==> config.mk <==
export PLATFORM = sky130hd
export DESIGN_NAME = pipe_hazard_ctrl
export DESIGN_NICKNAME = d
export VERILOG_FILES = /design/src/rtl/pipe_hazard_ctrl_pkg.sv /design/src/rtl/pipe_flush_cnt.sv /design/src/rtl/pipe_hazard_ctrl.sv
export SDC_FILE = /design/constraint.sdc
export NUM_CORES = 1
export LEC_CHECK = 0
export CAP_MARGIN = 40
export CORE_AREA = 2 2 39 41
export DETAILED_ROUTE_END_ITERATION = 10
export DIE_AREA = 0 0 41 43
export PLACE_DENSITY = 0.71
export SYNTH_ARGS = -nofsm -noshare
export SYNTH_HDL_FRONTEND = slang
export SYNTH_SLANG_ARGS = --single-unit
export TNS_END_PERCENT = 100
==> constraint.sdc <==
create_clock -name clk -period 2.4 [get_ports clk]
set_clock_uncertainty 0.2 [all_clocks]
set_input_delay 0.48 -clock clk [delete_from_list [all_inputs] [get_ports clk]]
set_output_delay 0.48 -clock clk [all_outputs]
set_load 0.02 [all_outputs]
==> src/rtl/pipe_hazard_ctrl_pkg.sv <==
// Shared encodings and widths for the pipeline hazard sequencer.
// Optional bubble counter is enabled by defining PIPE_HAZARD_CTRL_PERF_EN.
package pipe_hazard_ctrl_pkg;

  typedef enum logic [1:0] {
    CTRL_RUN   = 2'd0,
    CTRL_FLUSH = 2'd1,
    CTRL_STALL = 2'd2,
    CTRL_SLEEP = 2'd3
  } ctrl_state_t;

  localparam int CNT_W    = 3;
  localparam int BUBBLE_W = 16;

  localparam logic [CNT_W-1:0]    CNT_ZERO   = {CNT_W{1'b0}};
  localparam logic [CNT_W-1:0]    CNT_ONE    = {{(CNT_W-1){1'b0}}, 1'b1};
  localparam logic [BUBBLE_W-1:0] BUBBLE_MAX = {BUBBLE_W{1'b1}};

  // Saturating increment for the bubble statistics counter.
  function automatic logic [BUBBLE_W-1:0] sat_inc(input logic [BUBBLE_W-1:0] val);
    logic [BUBBLE_W-1:0] res;
    if (val == BUBBLE_MAX) begin
      res = val;
    end else begin
      res = val + {{(BUBBLE_W-1){1'b0}}, 1'b1};
    end
    return res;
  endfunction

endpackage

==> src/rtl/pipe_flush_cnt.sv <==
// Loadable down counter that tracks the remaining squash cycles of a flush.
// Load wins over decrement; the count never goes below zero.
module pipe_flush_cnt
  import pipe_hazard_ctrl_pkg::*;
(
  input  logic             clk,
  input  logic             rst,
  input  logic             load,
  input  logic [CNT_W-1:0] load_val,
  input  logic             en,
  output logic [CNT_W-1:0] cnt,
  output logic             zero
);

  logic [CNT_W-1:0] cnt_r;

  // Count register: reset, load, or decrement while enabled and nonzero.
  always_ff @(posedge clk) begin
    if (rst) begin
      cnt_r <= CNT_ZERO;
    end else if (load) begin
      cnt_r <= load_val;
    end else if (en && (cnt_r != CNT_ZERO)) begin
      cnt_r <= cnt_r - CNT_ONE;
    end else begin
      cnt_r <= cnt_r;
    end
  end

  assign cnt  = cnt_r;
  assign zero = (cnt_r == CNT_ZERO);

endmodule

==> src/rtl/pipe_hazard_ctrl.sv <==
// Pipeline sequencer: squash/hold decode for IF/ID/EX, PC hold, sleep/wake.
// Define PIPE_HAZARD_CTRL_PERF_EN to add the bubble_cnt statistics output.
module pipe_hazard_ctrl
  import pipe_hazard_ctrl_pkg::*;
#(
  parameter int FLUSH_CYCLES = 1,
  parameter int SKIP_CYCLES  = 1
) (
  input  logic       clk,
  input  logic       rst,
  input  logic       br_taken,
  input  logic       skip_taken,
  input  logic       sleep_req,
  input  logic       wake,
  input  logic       mem_wait,
  output logic       pc_hold,
  output logic       if_clr,
  output logic       id_clr,
  output logic       ex_clr,
  output logic       if_cls,
  output logic       id_cls,
  output logic       ex_cls,
  output logic [1:0] ctrl_state,
`ifdef PIPE_HAZARD_CTRL_PERF_EN
  output logic [BUBBLE_W-1:0] bubble_cnt,
`endif
  output logic       sleeping
);

  localparam logic [CNT_W-1:0] FLUSH_LOAD = CNT_W'(FLUSH_CYCLES - 1);
  localparam logic [CNT_W-1:0] SKIP_LOAD  = CNT_W'(SKIP_CYCLES - 1);

  ctrl_state_t      state_r, nxt_state_s;
  logic             skip_r, nxt_skip_s;
  logic             cnt_load_s, cnt_en_s, cnt_zero_s;
  logic [CNT_W-1:0] cnt_load_val_s, cnt_s;

  pipe_flush_cnt u_flush_cnt (
    .clk      (clk),
    .rst      (rst),
    .load     (cnt_load_s),
    .load_val (cnt_load_val_s),
    .en       (cnt_en_s),
    .cnt      (cnt_s),
    .zero     (cnt_zero_s)
  );

  // Mealy decode: outputs and next state from registered state plus inputs.
  always_comb begin
    pc_hold        = 1'b0;
    if_clr         = 1'b0;
    id_clr         = 1'b0;
    ex_clr         = 1'b0;
    if_cls         = 1'b0;
    id_cls         = 1'b0;
    ex_cls         = 1'b0;
    nxt_state_s    = state_r;
    nxt_skip_s     = skip_r;
    cnt_load_s     = 1'b0;
    cnt_load_val_s = CNT_ZERO;
    cnt_en_s       = 1'b0;
    if (rst) begin
      pc_hold     = 1'b1;
      if_clr      = 1'b1;
      id_clr      = 1'b1;
      ex_clr      = 1'b1;
      nxt_state_s = CTRL_RUN;
      nxt_skip_s  = 1'b0;
    end else begin
      case (state_r)
        // STALL with mem_wait low is exactly RUN, so both share one decode.
        CTRL_RUN, CTRL_STALL: begin
          if (mem_wait) begin
            pc_hold     = 1'b1;
            if_cls      = 1'b1;
            id_cls      = 1'b1;
            ex_cls      = 1'b1;
            nxt_state_s = CTRL_STALL;
          end else if (sleep_req) begin
            ex_clr      = 1'b1;
            nxt_state_s = CTRL_SLEEP;
          end else if (br_taken) begin
            if_clr     = 1'b1;
            id_clr     = 1'b1;
            nxt_skip_s = 1'b0;
            if (FLUSH_CYCLES > 1) begin
              nxt_state_s    = CTRL_FLUSH;
              cnt_load_s     = 1'b1;
              cnt_load_val_s = FLUSH_LOAD;
            end else begin
              nxt_state_s = CTRL_RUN;
            end
          end else if (skip_taken) begin
            id_clr = 1'b1;
            if (SKIP_CYCLES > 1) begin
              nxt_state_s    = CTRL_FLUSH;
              nxt_skip_s     = 1'b1;
              cnt_load_s     = 1'b1;
              cnt_load_val_s = SKIP_LOAD;
            end else begin
              nxt_state_s = CTRL_RUN;
            end
          end else begin
            nxt_state_s = CTRL_RUN;
          end
        end
        CTRL_FLUSH: begin
          if (mem_wait) begin
            pc_hold = 1'b1;
            if_cls  = 1'b1;
            id_cls  = 1'b1;
            ex_cls  = 1'b1;
          end else if (sleep_req) begin
            if_clr      = ~skip_r;
            id_clr      = 1'b1;
            ex_clr      = 1'b1;
            nxt_state_s = CTRL_SLEEP;
            nxt_skip_s  = 1'b0;
          end else if (br_taken) begin
            if_clr     = 1'b1;
            id_clr     = 1'b1;
            nxt_skip_s = 1'b0;
            if (FLUSH_CYCLES > 1) begin
              cnt_load_s     = 1'b1;
              cnt_load_val_s = FLUSH_LOAD;
            end else begin
              nxt_state_s = CTRL_RUN;
            end
          end else begin
            if_clr   = ~skip_r;
            id_clr   = 1'b1;
            cnt_en_s = 1'b1;
            if (cnt_zero_s || (cnt_s == CNT_ONE)) begin
              nxt_state_s = CTRL_RUN;
              nxt_skip_s  = 1'b0;
            end else begin
              nxt_state_s = CTRL_FLUSH;
            end
          end
        end
        CTRL_SLEEP: begin
          pc_hold = 1'b1;
          if_cls  = 1'b1;
          id_cls  = 1'b1;
          ex_clr  = 1'b1;
          if (wake) begin
            nxt_state_s = CTRL_RUN;
          end else begin
            nxt_state_s = CTRL_SLEEP;
          end
        end
        default: begin
          nxt_state_s = CTRL_RUN;
          nxt_skip_s  = 1'b0;
        end
      endcase
    end
  end

  // State and skip-flag registers.
  always_ff @(posedge clk) begin
    if (rst) begin
      state_r <= CTRL_RUN;
      skip_r  <= 1'b0;
    end else begin
      state_r <= nxt_state_s;
      skip_r  <= nxt_skip_s;
    end
  end

  assign ctrl_state = state_r;
  assign sleeping   = (state_r == CTRL_SLEEP);

`ifdef PIPE_HAZARD_CTRL_PERF_EN
  logic [BUBBLE_W-1:0] bubble_r;
  logic                bubble_s;

  assign bubble_s = if_clr | id_clr | ex_clr | if_cls | id_cls | ex_cls;

  // Saturating count of cycles that inject a bubble or hold a stage.
  always_ff @(posedge clk) begin
    if (rst) begin
      bubble_r <= {BUBBLE_W{1'b0}};
    end else if (bubble_s) begin
      bubble_r <= sat_inc(bubble_r);
    end else begin
      bubble_r <= bubble_r;
    end
  end

  assign bubble_cnt = bubble_r;
`endif

endmodule
==> flow_summary.yaml <==
placement:
  gp_congestion: 0.7228
  place.detailed.instances: 85
  portBuffers: 16
  dp_hpwl_um: 769.2
worst_setup_path:
  path_max_fanout: 7
  arrival_ps: 1670
  crit_type: "in2out"
  end_kind: "output port"
  cp.required_ps: 1720
  start_kind: "input pin"
yosys:
  yosysSeqAreaShare_pct: 24.32
  ys_warn_count: 0
  syn_nets: 61
  syn_avg_cell_area_um2: 8.071
  yosysUniqueCellTypes: 25
  ys_ff_latch: 5
  syn-cell-area_um2: 411.6
  syn_inst: 51
finish:
  fin_cells: 89
  layout-drive-gt1-share_pct: 23.29
  finalNetCount: 84
  synthToLayoutAreaGrowth_pct: 51.37
  insertedDiodeCount: 0
global_route:
  gr-total-overflow: 0
  grt_max_degree: 10
  grt_pass1_wl_um: 1518
  grt_usage_pct: 12.44
  first_global_vias: 377
  antenna_found_initial: 0
cts:
  clock_sinks: 5
  clock_path_buffers: 2
  root_buffer: "clkbuf_4"
  insertion_delay_ps: 240
  cts_tree: "yes"
  htree_num_levels: 1
  post-cts-setup-buffers: 0
  clk_pin_slew_ps: 50
  cts_buffers: 3
pwr:
  power_density_mw_per_mm2: 423.0
  comb_power_share_pct: 28.4
  clkPwrFrac_pct: 37.0
  p_seq_share_pct: 34.6
  p_int_mw: 0.1870
  p_leak_nw: 0.2663
  p_sw_share_pct: 29.05
  vdd_ir_drop_max_v: 0.0001934
  switching_power_mw: 0.07655
timing:
  fmax_mhz: 425.0
  rsz0062_at_grt: "false"
  setup_viol: 0
  final.setup.tns_ps: 0
  finalHoldViolations: 0
  min_period_over_period_pct: 98.04
  fin_crit_ps: 2353
  worst_pin_slew_ps: 282.9
  maxSlewHeadroom_pct: 80.87
  drv_slew: 0
floorplanning:
  dieArea_mm2: 0.001763
  die_h_um: 43
  io_pins: 17
  coreArea_mm2: 0.001384
  die_w_um: 41
  start_util_pct: 29.75
  placementRows: 14
status:
  status: "completed"
drt:
  via_per_inst: 4.787
  routedWlPerCell_um: 10.81
  drc: 0
  drtAntennaViolNets: 0
  firstDrtPassIters: 4
  num_vias: 426
  dr.first_iter.drc_count: 7
  totalWireLength_um: 962
flow_run:
  maxCapViolCount: 0
worst_hold_path:
  min_path_type: "reg2reg"
[synthesized netlist by cell type]
master	instances	area share [%]
inv_1	3	2.7
or3_1	3	4.6
ha_1	3	9.1
o21bai_1	2	3.6
o211ai_1	1	1.8
nor2_1	12	11
a211oi_1	1	1.8
o221a_2	1	2.7
o31a_1	1	2.1
dfxtp_1	5	24
or4b_1	2	4.9
a21boi_0	1	1.8
nor4b_2	1	3.6
buf_4	1	1.8
or3b_2	1	2.1
a31oi_1	1	1.5
nor4b_1	1	2.1
mux2_2	2	5.5
clkbuf_1	1	0.91
and2_1	1	1.5
o41ai_1	1	2.1
nand2_1	1	0.91
nor2b_1	3	4.6
clkbuf_2	1	1.2
nand2b_1	1	1.5
[cell families (layout without fill, tap and decap cells)]
family | Yosys count | count (layout) | synth area share (%)
AOI/OAI and AO/OA | 9 | 9 | 17.63
muxes | 2 | 2 | 5.471
DFF | 5 | 5 | 24.32
and+or+nand+nor | 26 | 26 | 36.78
adders and majority gates | 3 | 3 | 9.120
buffers and inverters | 6 | 28 | 6.685
[cell type report]
| class | count | area, um^2 |
|---|---|---|
| repair buffers | 21 | 181.4 |
| inverters | 3 | 11.26 |
| flip-flops and latches | 5 | 100.1 |
| clock buffers | 4 | 26.28 |
| multi-input cells | 40 | 284.0 |
| well taps | 16 | 20.02 |
| fillers | 141 | 760.7 |
[repair_timing]
item	in CTS	in global routing
endpoints found under the setup margin	7	5
hold buffers	0	0
gates resized for setup	10	7
[cell usage in the layout, fill, tap and decap left out, types with 2 or more instances in the layout]
master	count
nor2_1	12
clkdlybuf4s50_1	7
dfxtp_1	5
buf_4	5
dlygate4sd2_1	4
inv_1	3
nor2b_1	3
or3_1	3
ha_1	3
clkbuf_4	3
clkbuf_2	3
o21bai_1	2
or4b_1	2
mux2_2	2
[power by group through the flow]
stage                     Sequential, mW  Combinational [mW]  Clock (mW)
after floorplan                   0.0949              0.0368           0
after global placement            0.0926              0.0826           0
after detailed placement          0.0927              0.0822           0
after CTS                         0.0912              0.0763       0.104
after global routing              0.0921              0.0811       0.107
final                             0.0912              0.0749      0.0975
[worst max-delay path, cell delays in order]
cell             delay (ps)
clkdlybuf4s50_1         500
or3_1                   370
dlygate4sd2_1           320
[stage by stage]
| stage | util, % | hold slack [ps] | worst slack, ps | total power, mW | area [um^2] |
|---|---|---|---|---|---|
| floorplan | - | 292.0 | 275.4 | 0.1317 | 411.6 |
| global placement | 44.30 | 310.2 | -287.3 | 0.1752 | 613.1 |
| detailed placement | 44.30 | 325.9 | -293.9 | 0.1750 | 613.1 |
| CTS | 45.66 | 333.3 | 18.63 | 0.2714 | 631.9 |
| global route | 45.03 | 366.2 | 5.782 | 0.2804 | 623.1 |
| finish | 45.03 | 323.2 | 47.14 | 0.2635 | 623.1 |
[final timing paths]
| path | from | endpoint | slack [ps] | cells after the start |
|---|---|---|---|---|
| setup / recovery | rst | pc_hold | 50 | 3 |
| setup reg to reg | u_flush_cnt.cnt[0] | u_flush_cnt.cnt[0] | 480 | 5 |
| hold reg to reg | u_flush_cnt.cnt[1] | u_flush_cnt.cnt[1] | 320 | 2 |
| hold / removal | u_flush_cnt.cnt[1] | u_flush_cnt.cnt[1] | 320 | 2 |
[registers in the layout (all words and copies together) (netlist names)]
signal and cells:
u_flush_cnt.cnt 3, ctrl_state 2
[metal layers]
metal | up-vias | GRT usage [%] | share of wire (%)
met5 | - | 0 | 0
met4 | 0 | 4.000 | 0
met3 | 0 | 4.712 | 3.6
met2 | 10 | 18.44 | 46
met1 | 192 | 16.03 | 50
li1 | 224 | - | -
Power figures use the tool's default switching activity.
